## src/rtl/vga_sync_bounce.sv

```systemverilog
// VGA scan timing (hc/vc, hsync/vsync, vidon) plus a bouncing sprite origin (C1/R1)
// that steps once per frame and reflects off the edges of the active area.
module vga_sync_bounce #(
    parameter int CLK_DIV = 4,
    parameter int HPIXELS = 800,
    parameter int VLINES  = 521,
    parameter int HPULSE  = 128,
    parameter int VPULSE  = 2,
    parameter int HBP     = 144,
    parameter int HFP     = 784,
    parameter int VBP     = 31,
    parameter int VFP     = 511,
    parameter int W       = 240,
    parameter int H       = 160,
    parameter int DX      = 2,
    parameter int DY      = 1
) (
    input  logic        clk,
    input  logic        rst_n,
    input  logic        run,
    output logic [10:0] hc,
    output logic [10:0] vc,
    output logic        hsync,
    output logic        vsync,
    output logic        vidon,
    output logic [9:0]  C1,
    output logic [9:0]  R1,
    output logic        frame
);

    localparam int DIV_W = (CLK_DIV > 1) ? $clog2(CLK_DIV) : 1;
    localparam logic [DIV_W-1:0] DIV_LAST = DIV_W'(CLK_DIV - 1);

    localparam logic [10:0] H_LAST  = 11'(HPIXELS - 1);
    localparam logic [10:0] V_LAST  = 11'(VLINES - 1);
    localparam logic [10:0] H_PULSE = 11'(HPULSE);
    localparam logic [10:0] V_PULSE = 11'(VPULSE);
    localparam logic [10:0] H_BP    = 11'(HBP);
    localparam logic [10:0] H_FP    = 11'(HFP);
    localparam logic [10:0] V_BP    = 11'(VBP);
    localparam logic [10:0] V_FP    = 11'(VFP);
    localparam logic [10:0] X_LIM   = 11'(HFP - HBP - W);
    localparam logic [10:0] Y_LIM   = 11'(VFP - VBP - H);
    localparam logic [10:0] X_STEP  = 11'(DX);
    localparam logic [10:0] Y_STEP  = 11'(DY);

    typedef enum logic {DIR_POS, DIR_NEG} dir_t;

    typedef struct packed {
        dir_t       dir;
        logic [9:0] pos;
    } axis_t;

    logic [DIV_W-1:0] div;
    logic             tick;
    logic             wrap;
    axis_t            x_q, y_q;
    axis_t            x_next, y_next;

    // One frame's move on one axis; clamps to the edge and reverses instead of overshooting.
    function automatic axis_t bounce(input axis_t cur, input logic [10:0] step,
                                     input logic [10:0] lim);
        axis_t       nxt;
        logic [10:0] pos11;
        nxt   = cur;
        pos11 = {1'b0, cur.pos};
        if (cur.dir == DIR_POS) begin
            if (pos11 + step >= lim) begin
                nxt.pos = lim[9:0];
                nxt.dir = DIR_NEG;
            end else begin
                nxt.pos = 10'(pos11 + step);
            end
        end else begin
            if (pos11 <= step) begin
                nxt.pos = '0;
                nxt.dir = DIR_POS;
            end else begin
                nxt.pos = 10'(pos11 - step);
            end
        end
        return nxt;
    endfunction

    assign tick = (div == DIV_LAST);
    assign wrap = tick && (hc == H_LAST) && (vc == V_LAST);

    always_comb begin
        // NOTE: every always_comb output gets a default first, so no path can infer a latch.
        x_next = x_q;
        y_next = y_q;
        if (wrap && run) begin
            x_next = bounce(x_q, X_STEP, X_LIM);
            y_next = bounce(y_q, Y_STEP, Y_LIM);
        end
    end

    always_ff @(posedge clk or negedge rst_n) begin
        if (!rst_n) begin
            div   <= '0;
            hc    <= '0;
            vc    <= '0;
            x_q   <= '{dir: DIR_POS, pos: '0};
            y_q   <= '{dir: DIR_POS, pos: '0};
            frame <= 1'b0;
        end else begin
            // NOTE: state registers use non-blocking assignments so all flops update together.
            frame <= wrap;
            x_q   <= x_next;
            y_q   <= y_next;
            if (tick) begin
                div <= '0;
                if (hc == H_LAST) begin
                    hc <= '0;
                    vc <= (vc == V_LAST) ? 11'd0 : vc + 11'd1;
                end else begin
                    hc <= hc + 11'd1;
                end
            end else begin
                div <= div + 1'b1;
            end
        end
    end

    assign hsync = (hc >= H_PULSE);
    assign vsync = (vc >= V_PULSE);
    assign vidon = (hc >= H_BP) && (hc < H_FP) && (vc >= V_BP) && (vc < V_FP);
    assign C1    = x_q.pos;
    assign R1    = y_q.pos;

endmodule
```

## config.mk

```make
export PLATFORM = sky130hd
export DESIGN_NAME = vga_sync_bounce
export DESIGN_NICKNAME = d
export VERILOG_FILES = /design/src/rtl/vga_sync_bounce.sv
export SDC_FILE = /design/constraint.sdc
export NUM_CORES = 1
export LEC_CHECK = 0
export BUFFER_PORTS_ARGS = -buffer_cell sky130_fd_sc_hd__buf_2
export CORE_UTILIZATION = 45
export DETAILED_ROUTE_END_ITERATION = 8
export PLACE_DENSITY = 0.65
export SLEW_MARGIN = 20
export SYNTH_ARGS = -nofsm -noshare
export SYNTH_HDL_FRONTEND = slang
export SYNTH_SLANG_ARGS = --single-unit
```

## constraint.sdc

```tcl
create_clock -name clk -period 3.7 [get_ports clk]
set_input_delay 0.185 -clock clk [delete_from_list [all_inputs] [get_ports clk]]
set_output_delay 0.185 -clock clk [all_outputs]
set_load 0.03 [all_outputs]
```

# After elaboration in Yosys (flattened, before gate mapping)
# Cells that the tools add are included.
[totals] output_inout_bits=46 elab_cells=48 ff_bits=47 inputBits=3
[classes] add_sub_neg=7 reduce_logical=7 order_cmp=10 muxes=13 n_eq_ne=3
[ops] op="11-bit two-way mux" count=4
[ops] op="10-bit two-way mux" count=4
[ops] op="11-bit by 1-bit adder with 11-bit output, second input constant" count=2
[ops] op="11-bit by 10-bit equality test with 1-bit output, second input constant" count=2
[ops] op="11-bit by 8-bit greater-or-equal comparator with 1-bit output, second input constant" count=2
[ops] op="11-bit by 9-bit greater-or-equal comparator with 1-bit output, second input constant" count=2
[ops] op="10-bit by 1-bit adder with 11-bit output, second input constant" count=1
[ops] op="10-bit by 2-bit adder with 11-bit output, second input constant" count=1
[ops] op="11-bit by 2-bit greater-or-equal comparator with 1-bit output, second input constant" count=1
[ops] op="11-bit by 5-bit greater-or-equal comparator with 1-bit output, second input constant" count=1
[ops] op="11-bit by 10-bit less-than comparator with 1-bit output, second input constant" count=1
[ops] op="11-bit by 9-bit less-than comparator with 1-bit output, second input constant" count=1
[ops] op="10-bit by 1-bit <= comparator with 1-bit output, second input constant" count=1
[ops] op="10-bit by 2-bit <= comparator with 1-bit output, second input constant" count=1
[ops] op="10-bit by 1-bit subtractor with 10-bit output, second input constant" count=1
[ops] op="10-bit by 2-bit subtractor with 10-bit output, second input constant" count=1
[ops] op="1-bit logical AND" count=6
[ops] op="1-bit two-way mux" count=4
[ops] op="2-bit by 1-bit adder with 2-bit output, second input constant" count=1
[ops] op="2-bit equality test, second input constant" count=1
[ops] op="2-bit two-way mux" count=1
[ops] op="2-bit AND reduction" count=1

# Depth between registers and ports, before layout
[logic_depth] ltp_word=4 ltp_mapped=10 ltp_nobuf=8

# Least setup slack after synthesis
# OpenSTA, ideal clock, no wires.
[synth_timing] kind="register -> output" startpoint="register vc[2]" endpoint="output vidon" path_stages_with_launch=7 t_arrival_ns=2.480 path_slack_ns=1.035 required_ns=3.515 n_path_buf=0 cell_sequence="dfrtp_1 and3_1 and3_1 and3_1 and3_1 or4_1 nor3_1"
[synth_via] elab_chain_cells=3 word_cells_on_any_way=4 classes_between="2 x order compare; 2 x reduce/logical"
[synth_lines] item="from (decl)" line="22" source="output logic [10:0] vc,"
[synth_lines] item="from (signal assigned)" line="115" source="vc <= (vc == V_LAST) ? 11'd0 : vc + 11'd1;"
[synth_lines] item="11-bit by 5-bit greater-or-equal comparator with 1-bit output" line="127" source="assign vidon = (hc >= H_BP) && (hc < H_FP) && (vc >= V_BP) && (vc < V_FP);"
[synth_lines] item="1-bit logical AND" line="127"
[synth_lines] item="1-bit logical AND (*)" line="127"
[synth_lines] item="to (decl)" line="25" source="output logic vidon,"
# Every way passes the cells marked *; elsewhere a longest branch is shown, timed or not.

# Worst setup path in the final report
[layout_timing] startpoint="register vc[7]" endpoint="register y_q, in the netlist R1[2]"
[layout_via] elab_chain_cells=3
[layout_lines] item="11-bit by 10-bit equality test with 1-bit output" line="86" source="assign wrap = tick && (hc == H_LAST) && (vc == V_LAST);"
[layout_lines] item="1-bit logical AND" line="86"
[layout_lines] item="1-bit logical AND" line="92" source="if (wrap && run) begin"
[layout_lines] item="to (signal assigned)" line="104" source="y_q <= '{dir: DIR_POS, pos: '0};"
[layout_lines] item="to (signal assigned)" line="110" source="y_q <= y_next;"
[layout_lines] item="to (decl)" line="57" source="axis_t x_q, y_q;"
# Every way passes these cells.
# A chain may end at the register's enable or synchronous reset.

==> summary.txt <==
Power
  • PwrDens: 234.9 nW/µm²
  • VDD IR max: 0.1725 mV
  • Total leakage power: 1.556 nW
  • Power, Total: 0.8335 mW

Synthesis
  • Async SR Flop Fraction: 1.000
  • Post-synth EDFFs: 0
  • Synthesized Nets: 405
  • Synth unique cells: 64
  • Synth warnings: 0
  • Synth Cell Area: 3331 µm²
  • Avg Cell Area, Syn: 8.540 µm²
  • Yosys reg bits: 46
  • Main flop type after synthesis: dfrtp_1
  • Sequential-to-total area share from yosys stat: 0.3456
  • Syn Inst Count: 390

Worst setup path
  • Crit-path slowest cell: and3_1
  • Flop-to-flop setup slack: 0.72 ns
  • Most Frequent Cell on Critical Path: and3_1
  • Critical path data arrival time: 3.20 ns
  • R2r startpoint: vc[7]$_DFFE_PN0N_
  • Critical Path, Cell by Cell: or4_4 -> nor4_4 -> and3_1 -> nand4_1 -> and3_1 -> o211ai_1
  • Worst Path Required: 3.92 ns
  • CP Buf/Inv Count: 0
  • FF-to-FF End: R1[2]$_DFFE_PN0P_
  • Critical path class: flop to flop
  • Critical Path Sink: R1[2]$_DFFE_PN0P_
  • Instance count on the critical path: 6
  • R2R depth: 6
  • Crit path max-delay family: simple AND/OR/NAND/NOR gates
  • Worst setup SP type: flop
  • CP max stage delay: 0.74 ns
  • Critical Path Start: vc[7]$_DFFE_PN0N_
  • Setup crit end kind: flop
  • Worst Path Max Fanout: 22

Detailed routing
  • Wirelength per Cell: 15.38 µm
  • Via/cell ratio: 5.933
  • WL final: 7752 µm
  • Drc violations: 0
  • Antenna viol nets, final: 0
  • First-pass DRT Iterations: 5
  • Vias: 2990
  • Initial DRC Count: 225

Clock network
  • CTS tree: yes
  • CTS Buf Count: 5
  • Clk Latency, worst-skew pair: 0.30 ns
  • CTS clk-pin slew, worst paths: 0.09 ns
  • Clk buf depth: 2
  • Htree depth: 2
  • Clock Sinks: 46
  • Clk root buf: clkbuf_8
  • Setup bufs post-CTS: 0

GRT
  • First-pass GRT wire length: 12940 µm
  • Gr usage total: 0.2111
  • Initial antenna violation count: 0
  • Vias in the first global route: 2744
  • Pin count of the biggest net entering global routing: 47
  • Grt ovf: 0

Finish
  • Filler instances: 688
  • Final net count: 422
  • Share of layout cells above drive strength 1: 0.1814
  • Count of inserted antenna diode cells: 0
  • Util after Layout: 0.5082
  • Most frequent cells in the layout: 46 x dfrtp_1, 46 x buf_2, 33 x nand2_1, 30 x o21ai_0, 29 x nor2_1
  • Area Growth Syn to Fin: 6.536%

Timing
  • Slew Limit Fails: 0
  • Final Hold Violating Endpoints: 0
  • Unrepaired setup endpoints after global routing: false
  • Worst slew pin tran: 0.7637 ns
  • Final setup violation count: 0
  • Part of the cycle the worst path needs: 0.8067
  • Max Freq: 335.0 MHz
  • Slew headroom: 0.4763
  • Tmin final: 2.985 ns
  • Setup TNS: 0 ns
  • Skew final: 0.01034 ns

Job
  • Max cap viols: 0

Hold path
  • Hold Path Class: input port to flop
  • Hold Crit Start: run

Floorplan
  • Die width: 88.03 µm
  • Core area: 6982 µm²
  • Rows: 30
  • Starting Density: 0.4771
  • Num ports: 49
  • Area of the die: 7749 µm²
  • Die span in y: 88.03 µm

Place
  • Port Buf Inserts: 47
  • HPWL Detailed: 5343 µm
  • Gp weighted congestion: 0.8341

Outcome
  • Outcome: finished, final reports clean
## registers in the layout, indices dropped and copies added (netlist names)
signal,flops
frame,1
C1,9
R1,10
y_q,1
div,2
vc,11
hc,11
x_q,1
## per-layer routing
layer | GRT usage | vias up | share of wire
li1 | - | 1441 | -
met5 | 0 | - | 0
met1 | 0.3062 | 1451 | 0.48
met2 | 0.3221 | 90 | 0.46
met3 | 0.03016 | 8 | 0.042
met4 | 0.07331 | 0 | 0.012
## stage by stage
stage	cells	hold slack, ns	instance area, µm²	worst slack, ns
after global routing	504	0.4241	3548	0.4577
after detailed placement	495	0.4242	3446	0.7651
after floorplan	390	-0.1106	3331	1.035
after global placement	495	0.4156	3446	0.8819
after CTS	503	0.1102	3536	0.7310
final	504	0.3722	3548	0.7153
## worst min-delay path by stage
stage | end | cells past startpoint | slack, ns
CTS | R1[8]$_DFFE_PN0P_ | 1 | 0.11
global placement | div[0]$_DFF_PN0_ | 1 | 0.42
floorplan | C1[1]$_DFFE_PN0P_ | 0 | -0.11
detailed placement | div[0]$_DFF_PN0_ | 1 | 0.42
global route | R1[5]$_DFFE_PN0P_ | 6 | 0.42
finish | R1[5]$_DFFE_PN0P_ | 6 | 0.37
## synth_stat cells, types with 8 or more instances
library cell   n  share of area
nand2_1       33          0.037
a31oi_1        8          0.015
nand4_1        8          0.015
o21ai_0       30          0.045
clkbuf_1      10          0.011
nand2b_1       8          0.015
nor2_1        29          0.033
dfrtp_1       46           0.35
nand3_1       24          0.036
inv_1         12          0.014
a21oi_1       11          0.017
and3_1        11          0.021
nor3_1        11          0.017
ha_1          12          0.045
buf_4         22          0.050
xnor2_1        8          0.021
## power breakdown
| part | total [mW] | internal, mW | switching, mW |
|---|---|---|---|
| registers | 0.502 | 0.502 | 0 |
| clock network | 0.318 | 0.133 | 0.185 |
| logic | 0.0135 | 0.00183 | 0.0117 |
| total | 0.833 | 0.637 | 0.196 |
## logic make-up (layout without fill, tap and decap cells)
| family | after synthesis | after routing | share of synthesized area |
|---|---|---|---|
| DFF | 46 | 46 | 0.3456 |
| muxes | 7 | 7 | 0.02254 |
| adders and majority gates | 12 | 12 | 0.04508 |
| and+or+nand+nor | 166 | 166 | 0.2787 |
| buffers and inverters | 52 | 70 | 0.09016 |
| AOI/OAI and AO/OA | 95 | 95 | 0.1878 |
| xor gates and xnor gates | 11 | 11 | 0.02893 |
| other | 1 | 1 | 0.001126 |
## worst reg2reg max path: stages (launching register included)
cell and delay, ns:
dfrtp_1 0.43, or4_4 0.58, nor4_4 0.51, and3_1 0.74, nand4_1 0.25, and3_1 0.23, o211ai_1 0.16
## timing repair
item                      CTS  global route
hold endpoints to repair    0            46
gates resized for setup     0             0
hold buffers                0             1
## layout make-up
| type | count | area [µm²] | area share |
|---|---|---|---|
| clock buffer | 5 | 68.82 | 0.01939 |
| clock inverter | 3 | 21.27 | 0.005994 |
| inverter | 12 | 45.04 | 0.01269 |
| multi-input combinational | 292 | 1879 | 0.5296 |
| sequential | 46 | 1151 | 0.3244 |
| tap | 96 | 120.1 | 0.03385 |
| timing repair buffer | 50 | 262.8 | 0.07405 |
No activity file was read; power rests on OpenSTA's default activity.
